$ cat config.mk
export PLATFORM = sky130hd
export DESIGN_NAME = control_unit
export DESIGN_NICKNAME = d
export VERILOG_FILES = /design/src/rtl/control_unit.sv
export SDC_FILE = /design/constraint.sdc
export NUM_CORES = 1
export LEC_CHECK = 0
export CAP_MARGIN = 0
export CORE_ASPECT_RATIO = 2
export CORE_MARGIN = 4
export CORE_UTILIZATION = 30
export CTS_CLUSTER_SIZE = 20
export DETAILED_ROUTE_END_ITERATION = 7
export PLACE_DENSITY = 0.63
export REMOVE_ABC_BUFFERS = 1
export SYNTH_ARGS = -nofsm -noshare
export SYNTH_HDL_FRONTEND = slang
export SYNTH_SLANG_ARGS = --single-unit
export TNS_END_PERCENT = 30
$ cat constraint.sdc
create_clock -name clk -period 2.2 [get_ports clk]
set_input_delay 0.44 -clock clk [delete_from_list [all_inputs] [get_ports clk]]
set_output_delay 0.44 -clock clk [all_outputs]
set_load 0.005 [all_outputs]
$ cat src/rtl/control_unit.sv
// Multi-cycle instruction sequencer: FETCH -> DECODE -> EXEC/MEM -> WB, plus a sticky HALT.
// Latency FETCH-to-FETCH: ALU 4, NOP 3, LOAD/STORE 3+N cycles (N = MEM cycles incl. the ack cycle).
// Backpressure: mem_req is held in MEM until mem_ack, with no timeout; mem_ack outside MEM is ignored.
module control_unit (
    input  logic        clk,
    input  logic        rst,
    input  logic [31:0] instruction,
    input  logic        mem_ack,
    output logic        pc_en,
    output logic        alu_en,
    output logic        mem_req,
    output logic        mem_we,
    output logic        reg_we,
    output logic [2:0]  rd,
    output logic [2:0]  rs1,
    output logic [2:0]  rs2,
    output logic [7:0]  mem_addr,
    output logic        halted,
    output logic [15:0] retired
);

    typedef enum logic [2:0] {
        S_FETCH  = 3'd0,
        S_DECODE = 3'd1,
        S_EXEC   = 3'd2,
        S_MEM    = 3'd3,
        S_WB     = 3'd4,
        S_HALT   = 3'd5
    } state_t;

    localparam logic [2:0] OP_ALU   = 3'b000;
    localparam logic [2:0] OP_LOAD  = 3'b100;
    localparam logic [2:0] OP_STORE = 3'b101;
    localparam logic [2:0] OP_HALT  = 3'b111;

    state_t      state;
    logic [31:0] ir;
    logic [2:0]  opcode;
    logic        is_store;
    logic        writes_reg;
    logic        unused_ir;

    assign opcode     = ir[2:0];
    assign is_store   = (opcode == OP_STORE);
    assign writes_reg = (opcode == OP_ALU) || (opcode == OP_LOAD);

    assign rd       = ir[10:8];
    assign rs1      = ir[15:13];
    assign rs2      = ir[21:19];
    assign mem_addr = ir[20:13];
    assign unused_ir = ^{ir[31:22], ir[12:11], ir[7:3]};

    // Outputs are registered for the state being entered, so each one is
    // a pure function of the state/IR flops with no path from the inputs.
    always_ff @(posedge clk) begin
        if (rst) begin
            state   <= S_FETCH;
            ir      <= 32'd0;
            retired <= 16'd0;
            pc_en   <= 1'b0;
            alu_en  <= 1'b0;
            mem_req <= 1'b0;
            mem_we  <= 1'b0;
            reg_we  <= 1'b0;
            halted  <= 1'b0;
        end else begin
            pc_en   <= 1'b0;
            alu_en  <= 1'b0;
            mem_req <= 1'b0;
            mem_we  <= 1'b0;
            reg_we  <= 1'b0;
            halted  <= 1'b0;
            case (state)
                S_FETCH: begin
                    ir    <= instruction;
                    state <= S_DECODE;
                end
                S_DECODE: begin
                    case (opcode)
                        OP_ALU: begin
                            state  <= S_EXEC;
                            alu_en <= 1'b1;
                        end
                        OP_LOAD, OP_STORE: begin
                            state   <= S_MEM;
                            mem_req <= 1'b1;
                            mem_we  <= is_store;
                        end
                        OP_HALT: begin
                            state  <= S_HALT;
                            halted <= 1'b1;
                        end
                        default: begin
                            state   <= S_WB;
                            pc_en   <= 1'b1;
                            reg_we  <= writes_reg;
                            retired <= retired + 16'd1;
                        end
                    endcase
                end
                S_EXEC: begin
                    state   <= S_WB;
                    pc_en   <= 1'b1;
                    reg_we  <= writes_reg;
                    retired <= retired + 16'd1;
                end
                S_MEM: begin
                    if (mem_ack) begin
                        state   <= S_WB;
                        pc_en   <= 1'b1;
                        reg_we  <= writes_reg;
                        retired <= retired + 16'd1;
                    end else begin
                        mem_req <= 1'b1;
                        mem_we  <= is_store;
                    end
                end
                S_WB: begin
                    state <= S_FETCH;
                end
                S_HALT: begin
                    halted <= 1'b1;
                end
                default: begin
                    state <= S_FETCH;
                end
            endcase
        end
    end

endmodule

Word-level counts from Yosys, hierarchy flattened
Index checks and enable logic that the tools add are counted.

Add/subtract/negate cells: 1. Multiply operators: 0. Divide/modulo/power cells: 0. Order comparisons: 0. Equality and inequality tests: 9. Shift-type cells: 0. Muxes and demuxes: 21. Bitwise logic cells: 2. Reduce and logical (&&, ||, !) cells: 9.

Operators with widths (count): 16-bit one-hot mux with 3 select lines (1); 16-bit two-way mux (2); 16-bit by 1-bit adder with 16-bit output (second input constant) (1); 3-bit one-hot mux with 5 select lines (1); 3-bit == test (second input constant) (4); 1-bit two-way mux (10); 3-bit one-hot mux with 3 select lines (1); 3-bit by 2-bit == test with 1-bit output (second input constant) (2); 3-bit zero test (2); 1-bit one-hot mux with 2 select lines (3); 1-bit one-hot mux with 3 select lines (2); 2-bit inequality test (second input constant) (2); 2-bit OR reduction (2); 4-bit OR reduction (1); 3-bit by 1-bit == test with 1-bit output (second input constant) (1); 3-bit two-way mux (1); 3-bit AND reduction (1); 3-bit nonzero test (1); 1-bit NOT (2); 2-bit AND reduction (1); 1-bit logical OR (1).

Flip-flop bits (word level): 47. Latch bits: 0. Bits in writable memories: 0. Memory bits (read-only): 0. Logic and storage cells: 51. Memories: 0.

Longest topological paths before layout
Gate-level depths: netlist of run 1.

Depth in word-level cells: 4. Gate-level depth with buffers: 7. Depth with buffers taken out: 6.

Least setup slack after synthesis of run 1
Ideal clock, no wire load.

Kind: register to register. From: register state[1]. To: register retired[12]. Data arrival time: 1.465 ns. Path slack: 0.612 ns. Cell stages (with the launch flop): 7. Buffers on the path: 1. Period minus slack after synthesis: 1.588 ns. Path through: dfxtp_1 buf_4 nand2b_1 a211o_1 nand2_1 and3b_1 mux2_1.

Longest elaborated chain between the ends: 3. Elaborated cells on any way between the ends: 8. Those cells by class: eq/ne: 5; mux: 1; reduce/logical: 2.

RTL lines: start, declared (RTL line 36) `state_t state;`; start signal, assigned (RTL line 57) `state <= S_FETCH;`; start signal, assigned (RTL line 76) `state <= S_DECODE;`; start signal, assigned (RTL line 81) `state <= S_EXEC;`; 3-bit by 2-bit == test with 1-bit output / 3-bit by 1-bit == test with 1-bit output (equally long branches) (RTL line 73) `case (state)`; 2-bit inequality test (no line) / 3-bit nonzero test (equally long branches); 3-bit AND reduction (no line); end signal, assigned (RTL line 97) `retired <= retired + 16'd1;`; end signal, assigned (RTL line 105) `retired <= retired + 16'd1;`; end signal, assigned (RTL line 112) `retired <= retired + 16'd1;`; end, declared (RTL line 19) `output logic [15:0] retired`.

Parallel ways exist; a longest one is shown, timed or not. A chain may end at the register's enable or synchronous reset.

Worst setup path after layout of run 1
From: input port mem_ack. To: register retired[15].

Longest elaborated chain between the ends: 2.

RTL lines: start, declared (RTL line 8) `input logic mem_ack,`; 2-bit inequality test (no line); 3-bit AND reduction (no line).

Every way passes these cells.

==> metrics.txt, run 1 <==
sequential share of power=36.0%; CTS root buf=clkbuf_16; smallest hold slack=~0.45 ns; die outline width=roughly 63 um; Met1 Routed Length=between 1500 and 2000 um; post-synthesis sequential area ratio=44.1%; total number of vias=roughly 1600; synth top area cells=dfxtp_1 44%, nand2_1 8.1%, buf_4 7.4%; largest net degree at the start of global routing=18; post-place setup slack=-0.0212 ns; CTS max path bufs=2; critical path arrival=2.12 ns; largest area contributor in the netlist=dfxtp_1; Port Buf Inserts=56; Reg clk slew, reported paths=~0.060 ns; switch share=about a third; crit path time final=roughly 1.9 ns; DR WL/cell=~13 um; relative slew slack=roughly 66%; Final ANT Viol Nets=0; cell-internal power=1.86 mW; final setup violation count=0; Fin Clk Skew=0.00370 ns; drt drc=0; Max Cap Viol=0; DRT Wirelength=4300 um; cts repair resizes=0; die span in y=around 120 um; Synth async-reset ratio=0%; kind of critical path=in -> reg; share of layout cells above drive strength 1=around 8.3%; Power Density=between 1000 and 1500 nW/um^2; FF-to-FF End=retired[15]; commonest cells in the netlist=40 x dfxtp_1, 39 x nand2_1, 22 x a21oi_1; Area growth, synth to finish=37.4%; hold crit path type=reg -> reg; Syn. warnings=0; Synth Cell Area=around 1800 sq um; setup ws final=0.290 ns; Critical Path Fanout Max=5; DR vias/cell=a little under 5; number of DRC markers in iteration 0=32; CTS tree=built; die area=between 7000 and 8000 sq um; distinct cell type count of the synthesized netlist=37; share of the synthesized area in the top cell type=between 40% and 50%; clock sink count=40; final hold vios=0; Post-synth EDFFs=0; Total Routing Usage GR=between 10% and 20%; ANT cells=0; Final HPWL DP=3260 um; top layer in use=met4; Setup Buffers After CTS=0; CTS buffer count=5; WL met2=2420 um; grt ovf=0; RSZ-0062 raised after global routing=false; hold buffer count at cts=0; final cycle utilization of the critical path=between 80% and 90%; Placed Instances=~320; fillers=roughly 580; # rows=39; Ports=74; Clock power frac=around 25%; startpoint types=input port; switching pwr=about 0.96 mW; clock latency on the worst-skew pair=around 0.28 ns; Initial Util=a little under a third; CTS HTree Levels=2; status=completed; Yosys reg bits=40; count leader, synth=dfxtp_1; CP Capture Type=flip-flop; first-pass GRT wire length=roughly 7200 um; Cells after Synth=between 200 and 250; Critical Path RT=~2.4 ns; Final nets=301; critical register-to-register path startpoint=state[1]; Core Area=just under 6000 sq um; Pins Over Slew Limit=0; ys flop type=dfxtp_1; final std cells w/o fill=between 300 and 400; FMAX=~0.52 GHz; DR WL met3=roughly 180 um; worst vdd ir=roughly 0.35 mV; vias in the first global route=around 1500; static leakage=between 0.9 and 1 nW; Tightest Pin Transition=around 0.51 ns; R2R Setup Slk=roughly 0.36 ns; CP Capture Point=retired[15]; drt pass-1 iters=4; initial antenna violation count=0; CP Launch Point=mem_ack; RePlAce Congestion=~0.76; Syn Area/Cell=slightly above 8 sq um; Total Neg Setup Slack=0 ns; Logic pwr share=between 30% and 40%; Register-to-Register Path Depth=6
-- how the worst min path moves through the flow --
stage                     startpoint      to  slack (ns)  cells after the start
final                         ir[17]  ir[17]        0.45                      2
after global routing           ir[8]   ir[8]        0.47                      2
after CTS                      ir[8]   ir[8]        0.46                      2
after detailed placement       ir[8]   ir[8]        0.45                      2
after global placement        ir[16]  ir[16]        0.44                      2
after floorplan               ir[10]  ir[10]        0.45                      2
-- cell families after synthesis --
family                   count (synthesis)  synth area share (%)
AO/OA/AOI/OAI                           34                  11.5
XOR/XNOR                                10                  4.83
adder cells (fa/ha/maj)                  1                 0.690
buffers and inverters                   31                  10.4
flip-flops                              40                  44.1
multiplexers                             2                  1.17
AND/OR/NAND/NOR                        103                  27.2
-- cell type report --
class	count	area, sq um	area share, %
Clock buffer	5	125	5.02
Clock inverter	3	18.8	0.753
Inverter	2	7.51	0.301
Multi-Input combinational cell	150	830	33.3
Sequential cell	40	801	32.1
Tap cell	61	76.3	3.06
Timing Repair Buffer	66	636	25.5
-- metrics by stage --
stage,util [%],power (mW),cell area (sq um)
finish,42.9,2.82,2490
floorplan,-,1.54,1630
CTS,42.9,2.87,2490
global placement,40.5,2.14,2350
global route,42.9,3.01,2490
detailed placement,40.5,2.15,2350
-- state kept, by name (all words and copies together) (netlist names) --
signal,flops
alu_en,1
halted,1
ir,15
mem_req,1
mem_we,1
pc_en,1
reg_we,1
retired,16
state,3
-- worst max-delay path: stages --
cell and delay (ns):
clkdlybuf4s50_1 0.52, nor2b_4 0.07, a211oi_4 0.23, nand2_1 0.16, buf_4 0.19, or3_1 0.34
a21oi_1 0.16
-- cells in the final DEF, fill, tap and decap left out, types with 3 or more instances in the layout --
cell type        netlist  final
or3_1                  4      4
nand2b_1               3      3
a21oi_1               22     22
xor2_1                 9      9
o21ai_0                3      3
clkdlybuf4s50_1        0     56
and3_1                 3      3
dfxtp_1               40     40
nor3_1                 7      6
nor2_1                19     19
clkbuf_16              0      5
nand2_1               39     39
nand3_1               13     13
buf_4                 18     10
nand4_1                4      4
-- power by group through the flow --
stage	logic, mW	registers, mW	clock network (mW)
2_1_floorplan	0.523	1.02	0
3_3_place_gp	1.11	1.03	0
3_5_place_dp	1.12	1.03	0
4_1_cts	1.12	1.02	0.725
5_1_grt	1.21	1.04	0.752
6_report	1.10	1.01	0.703
-- metal layers --
layer	vias up	track usage, %
met4	0	6.64
met2	36	23.2
met3	5	2.96
met5	-	0
li1	821	-
met1	719	11.5
(Power assumes the default switching activity.)
==> run 2: changes to the inputs <==
--- a/config.mk
+++ b/config.mk
@@ -5,6 +5,7 @@
 export SDC_FILE = /design/constraint.sdc
 export NUM_CORES = 1
 export LEC_CHECK = 0
+export ABC_CLOCK_PERIOD_IN_PS = 2200
 export CAP_MARGIN = 0
 export CORE_ASPECT_RATIO = 2
 export CORE_MARGIN = 4
==> results of run 2 <==
The final DEF is identical to that of run 1; final timing and power are the same.
